### src/rtl/cdb_arbiter_if.sv
// cdb_arbiter_if -- bundle between the execution sources and the common data
// bus transmit arbiter.
//
// Handshake: source i drives src_valid[i] with its result fields and keeps
// them stable until a posedge at which src_valid[i] && src_accept[i]; that
// edge is the transfer. src_accept[i] does not depend on src_valid[i], so a
// source may look at it before deciding to present.
//
// Signals (all per source unless noted):
//   src_valid, src_dest, src_value, src_upc, src_upc_value, src_ready  (source -> arbiter)
//   src_accept                                                          (arbiter -> source)
//   data_bus  registered broadcast {dest,value,update_pc_value,update_pc,ready} (shared)
//   busy      any holding slot occupied (shared)
// Modports: master = sources/consumers, slave = arbiter.

`ifndef REORDER_ID_INVALID
`define REORDER_ID_INVALID 4'hF
`endif

interface cdb_arbiter_if #(
  parameter int NUM_SRC = 4,
  parameter int ROB_W   = 4,
  parameter int WORD_W  = 16
);
  typedef struct packed {
    logic [ROB_W-1:0]  dest;
    logic [WORD_W-1:0] value;
    logic [WORD_W-1:0] update_pc_value;
    logic              update_pc;
    logic              ready;
  } cdb_t;

  logic [NUM_SRC-1:0]             src_valid;
  logic [NUM_SRC-1:0][ROB_W-1:0]  src_dest;
  logic [NUM_SRC-1:0][WORD_W-1:0] src_value;
  logic [NUM_SRC-1:0]             src_upc;
  logic [NUM_SRC-1:0][WORD_W-1:0] src_upc_value;
  logic [NUM_SRC-1:0]             src_ready;
  logic [NUM_SRC-1:0]             src_accept;
  cdb_t                           data_bus;
  logic                           busy;

  modport master (
    output src_valid, src_dest, src_value, src_upc, src_upc_value, src_ready,
    input  src_accept, data_bus, busy
  );

  modport slave (
    input  src_valid, src_dest, src_value, src_upc, src_upc_value, src_ready,
    output src_accept, data_bus, busy
  );
endinterface

### src/rtl/cdb_arbiter.sv
// cdb_arbiter -- transmit side of the common data bus.
// Each source owns a one-entry holding slot. Every cycle one occupied slot
// is granted round-robin (scan starts at rr_ptr) and its contents are
// registered onto data_bus for exactly one cycle.
//
// Ports:
//   clk    clock, all state updates on posedge
//   rst    asynchronous active-high reset
//   flush  synchronous ROB flush, discards every pending result
//   bus    cdb_arbiter_if.slave: source handshakes, data_bus, busy

`ifndef REORDER_ID_INVALID
`define REORDER_ID_INVALID 4'hF
`endif

module cdb_arbiter #(
  parameter int NUM_SRC = 4,
  parameter int ROB_W   = 4,
  parameter int WORD_W  = 16
) (
  input  logic          clk,
  input  logic          rst,
  input  logic          flush,
  cdb_arbiter_if.slave  bus
);
  localparam int PTR_W = $clog2(NUM_SRC);
  localparam logic [ROB_W-1:0] ROB_ID_INVALID = ROB_W'(`REORDER_ID_INVALID);

  // holding slots
  logic [NUM_SRC-1:0]             hv_q, hv_d;
  logic [NUM_SRC-1:0][ROB_W-1:0]  hdest_q, hdest_d;
  logic [NUM_SRC-1:0][WORD_W-1:0] hval_q, hval_d;
  logic [NUM_SRC-1:0][WORD_W-1:0] hupcv_q, hupcv_d;
  logic [NUM_SRC-1:0]             hupc_q, hupc_d;
  logic [NUM_SRC-1:0]             hrdy_q, hrdy_d;

  logic [PTR_W-1:0] rr_ptr_q, rr_ptr_d;

  // registered bus
  logic [ROB_W-1:0]  cdb_dest_q, cdb_dest_d;
  logic [WORD_W-1:0] cdb_value_q, cdb_value_d;
  logic [WORD_W-1:0] cdb_upcv_q, cdb_upcv_d;
  logic              cdb_upc_q, cdb_upc_d;
  logic              cdb_ready_q, cdb_ready_d;

  logic [NUM_SRC-1:0] grant;
  logic [PTR_W-1:0]   gidx;
  logic               found;
  logic [PTR_W-1:0]   idx;
  logic [NUM_SRC-1:0] accept;

  // Round-robin pick: first occupied slot at or after rr_ptr, wrapping.
  always_comb begin
    grant = '0;
    gidx  = '0;
    found = 1'b0;
    idx   = '0;
    for (int k = 0; k < NUM_SRC; k++) begin
      idx = PTR_W'((int'(rr_ptr_q) + k) % NUM_SRC);
      if (!found && hv_q[idx]) begin
        found      = 1'b1;
        grant[idx] = 1'b1;
        gidx       = idx;
      end
    end
  end

  // A slot can take a new result when empty or when it is draining this
  // cycle, which gives back-to-back throughput per source.
  assign accept = {NUM_SRC{!rst && !flush}} & (~hv_q | grant);

  always_comb begin
    hv_d        = hv_q;
    hdest_d     = hdest_q;
    hval_d      = hval_q;
    hupcv_d     = hupcv_q;
    hupc_d      = hupc_q;
    hrdy_d      = hrdy_q;
    rr_ptr_d    = rr_ptr_q;
    cdb_dest_d  = ROB_ID_INVALID;
    cdb_value_d = '0;
    cdb_upcv_d  = '0;
    cdb_upc_d   = 1'b0;
    cdb_ready_d = 1'b0;
    if (flush) begin
      // grant computed this cycle is dropped; bus goes idle
      hv_d     = '0;
      rr_ptr_d = '0;
    end else begin
      hv_d = hv_q & ~grant;
      for (int i = 0; i < NUM_SRC; i++) begin
        // an invalid ROB id is taken off the source but never stored
        if (bus.src_valid[i] && accept[i] && (bus.src_dest[i] != ROB_ID_INVALID)) begin
          hv_d[i]    = 1'b1;
          hdest_d[i] = bus.src_dest[i];
          hval_d[i]  = bus.src_value[i];
          hupcv_d[i] = bus.src_upc_value[i];
          hupc_d[i]  = bus.src_upc[i];
          hrdy_d[i]  = bus.src_ready[i];
        end
      end
      if (found) begin
        cdb_dest_d  = hdest_q[gidx];
        cdb_value_d = hval_q[gidx];
        cdb_upcv_d  = hupcv_q[gidx];
        cdb_upc_d   = hupc_q[gidx];
        cdb_ready_d = hrdy_q[gidx];
        rr_ptr_d    = (gidx == PTR_W'(NUM_SRC - 1)) ? '0 : gidx + 1'b1;
      end
    end
  end

  always_ff @(posedge clk or posedge rst) begin
    if (rst) begin
      hv_q        <= '0;
      hdest_q     <= '0;
      hval_q      <= '0;
      hupcv_q     <= '0;
      hupc_q      <= '0;
      hrdy_q      <= '0;
      rr_ptr_q    <= '0;
      cdb_dest_q  <= ROB_ID_INVALID;
      cdb_value_q <= '0;
      cdb_upcv_q  <= '0;
      cdb_upc_q   <= 1'b0;
      cdb_ready_q <= 1'b0;
    end else begin
      hv_q        <= hv_d;
      hdest_q     <= hdest_d;
      hval_q      <= hval_d;
      hupcv_q     <= hupcv_d;
      hupc_q      <= hupc_d;
      hrdy_q      <= hrdy_d;
      rr_ptr_q    <= rr_ptr_d;
      cdb_dest_q  <= cdb_dest_d;
      cdb_value_q <= cdb_value_d;
      cdb_upcv_q  <= cdb_upcv_d;
      cdb_upc_q   <= cdb_upc_d;
      cdb_ready_q <= cdb_ready_d;
    end
  end

  assign bus.src_accept = accept;
  assign bus.data_bus   = {cdb_dest_q, cdb_value_q, cdb_upcv_q, cdb_upc_q, cdb_ready_q};
  assign bus.busy       = |hv_q;

endmodule

### src/flat_wrapper.sv
// flat-port wrapper written by rule: the top's interface ports become plain ports
module cdb_arbiter_flat 
#(
  parameter int NUM_SRC = 4,
  parameter int ROB_W   = 4,
  parameter int WORD_W  = 16
)
  (clk, rst, flush, bus_src_valid, bus_src_dest, bus_src_value, bus_src_upc, bus_src_upc_value, bus_src_ready, bus_src_accept, bus_data_bus, bus_busy);
  cdb_arbiter_if #(.NUM_SRC(NUM_SRC), .ROB_W(ROB_W), .WORD_W(WORD_W)) bus_i ();
  input  logic clk;
  input  logic rst;
  input  logic flush;
  input wire logic [$bits(bus_i.src_valid)-1:0] bus_src_valid;
  input wire logic [$bits(bus_i.src_dest)-1:0] bus_src_dest;
  input wire logic [$bits(bus_i.src_value)-1:0] bus_src_value;
  input wire logic [$bits(bus_i.src_upc)-1:0] bus_src_upc;
  input wire logic [$bits(bus_i.src_upc_value)-1:0] bus_src_upc_value;
  input wire logic [$bits(bus_i.src_ready)-1:0] bus_src_ready;
  output wire logic [$bits(bus_i.src_accept)-1:0] bus_src_accept;
  output wire logic [$bits(bus_i.data_bus)-1:0] bus_data_bus;
  output wire logic [$bits(bus_i.busy)-1:0] bus_busy;
  assign bus_i.src_valid = bus_src_valid;
  assign bus_i.src_dest = bus_src_dest;
  assign bus_i.src_value = bus_src_value;
  assign bus_i.src_upc = bus_src_upc;
  assign bus_i.src_upc_value = bus_src_upc_value;
  assign bus_i.src_ready = bus_src_ready;
  assign bus_src_accept = bus_i.src_accept;
  assign bus_data_bus = bus_i.data_bus;
  assign bus_busy = bus_i.busy;
  cdb_arbiter #(.NUM_SRC(NUM_SRC), .ROB_W(ROB_W), .WORD_W(WORD_W)) u_core (.clk(clk), .rst(rst), .flush(flush), .bus(bus_i));
endmodule
### config.mk
export PLATFORM = sky130hd
export DESIGN_NAME = cdb_arbiter_flat
export DESIGN_NICKNAME = d
export VERILOG_FILES = /design/src/rtl/cdb_arbiter_if.sv /design/src/rtl/cdb_arbiter.sv /design/src/flat_wrapper.sv
export SDC_FILE = /design/constraint.sdc
export NUM_CORES = 1
export LEC_CHECK = 0
export ABC_AREA = 0
export ABC_CLOCK_PERIOD_IN_PS = 6950
export CAP_MARGIN = 5
export CORE_MARGIN = 2
export CORE_UTILIZATION = 45
export CTS_CLUSTER_DIAMETER = 30
export CTS_CLUSTER_SIZE = 20
export DETAILED_ROUTE_END_ITERATION = 10
export PLACE_DENSITY = 0.76
export SLEW_MARGIN = 20
export SYNTH_ARGS = -nofsm -noshare
export SYNTH_HDL_FRONTEND = slang
export SYNTH_SLANG_ARGS = --single-unit
### constraint.sdc
create_clock -name clk -period 6.95 [get_ports clk]
set_input_delay 1.39 -clock clk [delete_from_list [all_inputs] [get_ports clk]]
set_output_delay 1.39 -clock clk [all_outputs]
set_load 0.02 [all_outputs]
# ---- Word level (Yosys, flattened, before mapping)
# Index checks and enable logic that the tools add are counted.
dict set report totals {
  register_bits 196
  in_bits 159
  output_inout_bits 43
  word_cells 137
}
dict set report classes {
  addsub 4
  order_cmp 9
  n_eq_ne 5
  n_mux 56
  n_bitwise 9
  reduce_logical 27
}
# cell count
set op_table {}
lappend op_table {{16-bit 2-to-1 mux} 6}
lappend op_table {{16-bit binary-select mux with 2-bit select} 2}
lappend op_table {{4-bit 2-to-1 mux} 8}
lappend op_table {{1-bit 2-to-1 mux} 22}
lappend op_table {{1-bit logical AND} 16}
lappend op_table {{4-bit inequality test, second input constant} 4}
lappend op_table {{4-bit OR} 4}
lappend op_table {{2-bit by 3-bit less-than comparator with 1-bit output, second input constant} 5}
lappend op_table {{2-bit 2-to-1 mux} 7}
lappend op_table {{1-bit binary-select mux with 2-bit select} 6}
lappend op_table {{4-bit AND} 2}
lappend op_table {{4-bit binary-select mux with 2-bit select} 1}
lappend op_table {{1-bit demux with 2-bit select} 4}
lappend op_table {{2-bit by 1-bit >= comparator with 1-bit output, second input constant} 4}
lappend op_table {{4-bit inverter} 2}
lappend op_table {{2-bit AND reduction} 4}
lappend op_table {{1-bit zero test} 5}
lappend op_table {{2-bit by 1-bit adder with 2-bit output, second input constant} 2}
lappend op_table {{2-bit adder, second input constant} 2}
lappend op_table {{4-bit OR reduction} 1}
lappend op_table {{2-bit == test, second input constant} 1}
lappend op_table {{2-bit nonzero test} 1}
lappend op_table {{1-bit inverter} 1}

# ---- Longest topological paths before layout
# Gate-level depths: netlist of the first run.
dict set report logic_depth {
  ltp_word 18
  depth_mapped 12
  ltp_nobuf 8
}

# ---- Worst setup path before layout of the first run
# Ideal clock, no wire load.
dict set report synth_timing {
  kind {register to output}
  startpoint {register u_core.rr_ptr_q[0]}
  endpoint {output bus_src_accept[1]}
  t_arrival_ns 2.483
  required_ns 5.560
  path_slack_ns 3.077
  stages_incl_launch_ff 10
  path_cell_list {dfrtp_1 -> buf_2 -> inv_1 -> ha_1 -> clkbuf_1 -> mux4_2 -> nor2b_4 -> a22oi_1 -> o211a_1 -> nor2_1}
}
dict set report synth_between {
  elab_chain_cells 14
  elab_cells_between_ends 49
  cone_classes {3 x add/sub; 8 x order compare; 23 x mux; 5 x bitwise; 10 x reduce/logical}
}
# item line
set synth_rtl {}
lappend synth_rtl {{start, declared} cdb_arbiter.sv:37} ;# logic [PTR_W-1:0] rr_ptr_q, rr_ptr_d;
lappend synth_rtl {{start signal, assigned} cdb_arbiter.sv:134} ;# rr_ptr_q <= rr_ptr_d;
lappend synth_rtl {{branches (longest 11 deep; another with 2-bit by 3-bit less-than comparator with 1-bit output)} -}
lappend synth_rtl {{4-bit 2-to-1 mux *} cdb_arbiter.sv:60} ;# if (!found && hv_q[idx]) begin
lappend synth_rtl {{4-bit OR *} cdb_arbiter.sv:70} ;# assign accept = {NUM_SRC{!rst && !flush}} & (~hv_q | grant);
lappend synth_rtl {{4-bit AND *} cdb_arbiter.sv:70}
lappend synth_rtl {{end, declared} flat_wrapper.sv:19} ;# output wire logic [$bits(bus_i.src_accept)-1:0] bus_src_accept;
# Every way passes the cells marked *. The select of a mux whose other input is x is not followed.

# ---- Worst setup path after layout of the first run
dict set report layout_timing {
  startpoint {register u_core.rr_ptr_q[0]}
  endpoint {output bus_src_accept[0]}
}
# The elaborated chain is that of the path after synthesis.

==> metrics.csv, run 1 <==
metric,value,unit
status,"finished, final reports clean",
fin_setup_tns,0,ns
synth.distinct_cells,51,
synth_mux_area_frac,0.302,
hp-class,register to register,
cp-start-kind,register,
cp_num_buf_inv,2,
worst_pin_slew,0.997,ns
grt_antenna_before_repair,0,
dp_hpwl,14.4,mm
cts_tree,done,
final_hold_viol_count,0,
fp.dieArea,0.0204,mm²
grt_pass1_vias,6373,
maxCapViolations,0,
synth_top_family_by_area,multiplexers,
syn-num-nets,774,
drt-initial-drc-count,259,
synth-simple-area-share,0.0283,
final_common_cell,clkdlybuf4s50_1,
overflow,0,
syn_avg_cell_area,14.2,µm²
synth-main-ff-cell,dfrtp_1,
post_cts.repair.setup_buffers,0,
critPathKind,register to output pin,
fin_cells,1064,
max_freq,195,MHz
synthAdderAreaFrac,0.00866,
critPathMaxStageDelay,0.70,ns
end_kind,output pin,
cp.required,5.56,ns
area_growth,31.3,%
grt_pass1_wl,33.7,mm
cp_slowest_cell,dfrtp_1,
place_worst_setup_slack,2.16,ns
setup_viol,0,
die_w,143,µm
clockRootBuffer,clkbuf_16,
clk_pin_slew_worst_paths,0.07,ns
layout_common_cells,"201 x clkdlybuf4s50_1, 192 x dfrtp_1, 109 x mux2_2",
cts_resized,0,
clock-sinks,196,
ys_async_sr_fraction,1.00,
post-route-period-util,0.736,
vias,5654,
dp_cells,1033,
coreArea,0.0188,mm²
drive_gt1_frac,0.228,
htreeDepth,4,
synth_seq_cells,196,
ir_drop,170,µV
seq_area_frac_synth,0.566,
globalplace.congestion,0.851,
initial_core_util,0.460,
yosys.area_share.xor_xnor,0.00101,
power.density,314,mW/mm²
grt_max_degree,129,
min_period,5.12,ns
cts_buffers,17,
clk_path_buf_depth,2,
drt.antenna.violating_nets,0,
synth_edf_count,0,
die_h,143,µm
portBuffers,201,
leakagePower,0.00474,µW
path_delay_family,buffers and inverters,
layout_setup_ws,1.83,ns
crit_chain,inv_1 -> ha_1 -> nor3b_1 -> nand3_1 -> a31o_2 -> a31oi_2 -> clkdlybuf4s50_1,
routed_wl,21.2,mm
drv_slew,0,
drc,0,
crit_fanout,17,
std_cell_rows,50,
wl_per_cell,20.0,µm
maxSlewHeadroom,0.335,
ioPinCount,202,
nets,957,
rsz0062_at_grt,false,
synth_compound_area_frac,0.0589,
ys_warn_count,0,
fin_skew,0.0131,ns
grt_util_all_layers,0.217,
diodes,0,
clkLatencyLatePin,0.43,ns
final.fill_count,1454,
synth_area,0.00867,mm²
syn_inst,609,
critPathArrivalTime,3.73,ns
vias_per_cell,5.31,
postCtsHoldBufs,0,
drt-pass1-iter-count,4,
logic make-up (layout without fill, tap and decap cells):
group	after synthesis	count (layout)
buffers and inverters	56	251
XOR/XNOR	1	1
AND/OR/NAND/NOR	47	47
flip-flops	196	196
adder cells (fa/ha/maj)	6	6
multiplexers	231	231
AO/OA/AOI/OAI	72	72
per-layer routing:
metal / part of all wire / vias up / routed length, µm / track usage
li1: - / 2571 / - / -
met1: 0.42 / 2886 / 8830 / 0.267
met2: 0.50 / 163 / 10700 / 0.369
met3: 0.056 / 34 / 1190 / 0.0537
met4: 0.024 / 0 / 514 / 0.0855
met5: 0 / - / 0 / 0
power breakdown:
part / switching [µW] / internal, µW
logic: 493 / 583
registers: 152 / 1420
clock network: 437 / 499
total: 1080 / 2500
worst register-to-register path, stage by stage (launching register included):
cell and delay [ns]:
dfrtp_1 0.70, inv_1 0.29, ha_1 0.51, mux4_2 0.44
nor2b_4 0.18, nor2_1 0.10, o21ai_4 0.74, buf_4 0.67
mux2_2 0.45, o22a_1 0.18
state kept, by name, summed over array words and instances, names as in the netlist, 16 cells and up:
register            flops
u_core.cdb_value_q     16
u_core.hupcv_q         64
u_core.cdb_upcv_q      16
u_core.hdest_q         16
u_core.hval_q          64
cells in the mapped netlist, types with 4 or more instances:
library cell / n / area, µm²
nor3_1: 4 / 20.0
dfrtp_1: 192 / 4800
dfstp_2: 4 / 105
o22a_1: 4 / 35.0
mux2_4: 19 / 285
o22ai_1: 35 / 219
mux2i_1: 73 / 731
nand2_1: 10 / 37.5
o21ai_0: 5 / 25.0
nand3_1: 5 / 25.0
clkbuf_1: 9 / 33.8
inv_1: 13 / 48.8
ha_1: 6 / 75.1
buf_4: 7 / 52.6
a21oi_1: 7 / 35.0
buf_6: 6 / 67.6
mux2_1: 27 / 304
nor2_1: 12 / 45.0
mux2_2: 109 / 1230
buf_2: 19 / 95.1
final cells by class:
type | count | area, µm² | share of cell area
Clock buffer | 19 | 433 | 0.0380
Clock inverter | 12 | 118 | 0.0103
Inverter | 14 | 60.1 | 0.00528
Multi-Input combinational cell | 357 | 3480 | 0.306
Sequential cell | 196 | 4910 | 0.431
Tap cell | 260 | 325 | 0.0286
Timing Repair Buffer | 206 | 2050 | 0.180
path summary, 6_finish.rpt:
path	from	end	slack (ns)	depth (start not counted)
max	u_core.rr_ptr_q[0]$_DFFE_PP0P_	bus_src_accept[0]	1.83	7
max in group asynchronous	rst	u_core.cdb_upcv_q[2]$_DFF_PP0_	3.91	3
min reg2reg	u_core.hval_q[46]$_DFFE_PP0P_	u_core.hval_q[46]$_DFFE_PP0P_	0.49	1
min in group asynchronous	rst	u_core.hdest_q[13]$_DFFE_PP0P_	1.52	2
min	u_core.hval_q[46]$_DFFE_PP0P_	u_core.hval_q[46]$_DFFE_PP0P_	0.49	1
max reg2reg	u_core.rr_ptr_q[0]$_DFFE_PP0P_	u_core.cdb_dest_q[2]$_DFF_PP1_	2.63	9
through the flow:
stage	util	total power, µW	hold slack, ns	instance area [µm²]
global placement	0.575	2630	0.473	10800
floorplan	-	2290	0.460	8670
CTS	0.604	3610	0.499	11400
finish	0.604	3580	0.491	11400
global route	0.604	3760	0.511	11400
detailed placement	0.575	2670	0.483	10800
Note: power is estimated with default switching activity, not from simulation.
==> inputs of run 2 (changes only) <==
--- a/config.mk
+++ b/config.mk
@@ -6,7 +6,7 @@
 export NUM_CORES = 1
 export LEC_CHECK = 0
 export ABC_AREA = 0
-export ABC_CLOCK_PERIOD_IN_PS = 6950
+export ABC_CLOCK_PERIOD_IN_PS = 4480
 export CAP_MARGIN = 5
 export CORE_MARGIN = 2
 export CORE_UTILIZATION = 45
==> constraint.sdc (replaced) <==
create_clock -name clk -period 4.48 [get_ports clk]
set_input_delay 0.896 -clock clk [delete_from_list [all_inputs] [get_ports clk]]
set_output_delay 0.896 -clock clk [all_outputs]
set_load 0.02 [all_outputs]
==> run 2 against run 1 <==
Combinational power up 62%. First-iteration DRC count down 12%. Register-to-register slack got worse by 1.5 ns. Count of clock-buffer cells in the layout shrank 1. Setup slack got worse by 1.4 ns. Worst hold slack better by 0.0028 ns. Design area is 1.8% higher. Total power grew 59%. Non-clock buffer count is 14 higher. Sequential share of layout area down 0.76 points. Routed wire length grew 3.0%. Cell count grew 1.4%. Critical endpoint is now bus_src_accept[1].
==> metrics.csv, run 2 (same netlist as run 1, synthesis figures left out) <==
metric,value,unit,change
drc,0,,unchanged
cp.required,3.58,ns,was 5.56 ns
end_kind,output pin,,unchanged
cts_buffers,17,,unchanged
p_int,3900,µW,was 2500 µW
std_cell_rows,50,,unchanged
layout_setup_ws,0.466,ns,was 1.83 ns
die_h,143,µm,unchanged
leakagePower,0.00485,µW,was 0.00474 µW
htreeDepth,4,,unchanged
hp-class,register to register,,unchanged
rsz0062_at_grt,false,,unchanged
routed_wl,21.9,mm,was 21.2 mm
status,"finished, final reports clean",,unchanged
initial_core_util,0.460,,unchanged
comb_power_share,0.307,,was 0.301
reg_top3,"u_core.hupcv_q x64, u_core.hval_q x64",,unchanged
pwr-share-seq,0.424,,was 0.438
maxCapViolations,0,,unchanged
critPathKind,register to output pin,,unchanged
die_w,143,µm,unchanged
maxSlewHeadroom,0.570,,was 0.335
max_freq,249,MHz,
ioPinCount,202,,unchanged
design_area,0.0116,mm²,was 0.0114 mm²
wl_per_cell,20.3,µm,was 20.0 µm
grt_pass1_wl,34.5,mm,was 33.7 mm
nets,971,,was 957
critPathArrivalTime,3.12,ns,was 3.73 ns
drive_gt1_frac,0.244,,was 0.228
grt_max_degree,77,,was 129
fin_setup_tns,0,ns,unchanged
drt-initial-drc-count,229,,was 259
final_hold_viol_count,0,,unchanged
coreArea,0.0188,mm²,unchanged
clk_path_buf_depth,2,,unchanged
grt_pass1_vias,6369,,was 6373
drt.antenna.violating_nets,0,,unchanged
clockRootBuffer,clkbuf_16,,unchanged
diodes,0,,unchanged
grt_util_all_layers,0.223,,was 0.217
vias,5725,,was 5654
post-route-period-util,0.896,,
worst_pin_slew,0.644,ns,was 0.997 ns
placed_area,0.0110,mm²,was 0.0108 mm²
area_growth,33.6,%,was 31.3%
dp_hpwl,15.0,mm,was 14.4 mm
post_cts.repair.setup_buffers,0,,unchanged
layout_common_cells,"201 x clkdlybuf4s50_1, 192 x dfrtp_1, 109 x mux2_2",,unchanged
clock-sinks,196,,unchanged
drv_slew,0,,unchanged
cts_tree,done,,unchanged
cts_resized,0,,unchanged
postCtsHoldBufs,0,,unchanged
fp.dieArea,0.0204,mm²,unchanged
clk_pin_slew_worst_paths,0.08,ns,was 0.07 ns
globalplace.congestion,0.848,,was 0.851
portBuffers,201,,unchanged
final_common_cell,clkdlybuf4s50_1,,unchanged
power.density,490,mW/mm²,was 314 mW/mm²
ir_drop,268,µV,was 170 µV
setup_viol,0,,unchanged
grt_antenna_before_repair,0,,unchanged
cp-start-kind,register,,unchanged
place_worst_setup_slack,0.805,ns,was 2.16 ns
clock_power_share,0.269,,was 0.262
fin_skew,0.0111,ns,was 0.0131 ns
min_period,4.01,ns,
drt-pass1-iter-count,5,,was 4
overflow,0,,unchanged
vias_per_cell,5.31,,about the same
clkLatencyLatePin,0.43,ns,about the same
crit_fanout,8,,was 17
p_sw_frac,0.312,,was 0.302
power.switching,1770,µW,was 1080 µW
[run 2: cell count changes in the layout (fill, tap and decap cells not counted), moves of 2 or more]
| cell | before | now |
|---|---|---|
| buf_12 | 0 | 6 |
| buf_4 | 5 | 13 |
| clkbuf_1 | 2 | 0 |
| clkinv_2 | 2 | 0 |
| clkinv_8 | 0 | 2 |
| inv_8 | 2 | 5 |
[run 2: area by class of cell]
| cell class | count | area (µm²) |
|---|---|---|
| clock inverters | 14 | 149 |
| inverters | 14 | 56.3 |
| well taps | 260 | 325 |
| repair buffers | 220 | 2230 |
| fillers | 1451 | 7250 |
| clock buffers | 18 | 439 |
| multi-input cells | 357 | 3470 |
| flip-flops and latches | 196 | 4910 |
[run 2: critical path, cell delays in order (launching register included)]
cell and delay, ns:
dfrtp_1 0.34, inv_1 0.09, ha_1 0.44, mux4_2 0.46
nor2b_4 0.19, a22oi_1 0.09, o211a_1 0.28, nor2_1 0.16
clkdlybuf4s50_1 0.63
[run 2: power groups by stage]
stage	Combinational, µW	Sequential [µW]	Clock (µW)
floorplan	1090	2470	0
global placement	1720	2410	0
detailed placement	1750	2440	0
CTS	1760	2410	1560
global route	1870	2460	1640
finish	1750	2410	1520
[run 2: metal layers]
metal  GRT usage  share of wire  vias up
li1            -              -     2602
met1       0.268           0.41     2922
met2       0.387           0.51      175
met3      0.0667          0.060       26
met4      0.0667          0.019        0
met5           0              0        -
[run 2: stage by stage]
stage,instances,hold slack (ns),utilization,power (µW)
2_1_floorplan,609,0.460,-,3560
3_3_place_gp,1046,0.472,0.583,4130
3_5_place_dp,1046,0.481,0.583,4190
4_1_cts,1078,0.498,0.614,5730
5_1_grt,1079,0.505,0.615,5970
6_report,1079,0.494,0.615,5680
[run 2: path summary, 6_finish.rpt]
check	slack, ns	from	end	cells after the start
max reg2reg	1.12	u_core.rr_ptr_q[1]$_DFFE_PP0P_	u_core.hval_q[0]$_DFFE_PP0P_	9
min in group asynchronous	0.81	rst	u_core.hdest_q[6]$_DFFE_PP0P_	2
max	0.47	u_core.rr_ptr_q[1]$_DFFE_PP0P_	bus_src_accept[1]	8
min reg2reg	0.49	u_core.hval_q[38]$_DFFE_PP0P_	u_core.hval_q[38]$_DFFE_PP0P_	1
max in group asynchronous	2.72	rst	u_core.hval_q[10]$_DFFE_PP0P_	4
min	0.49	u_core.hval_q[38]$_DFFE_PP0P_	u_core.hval_q[38]$_DFFE_PP0P_	1
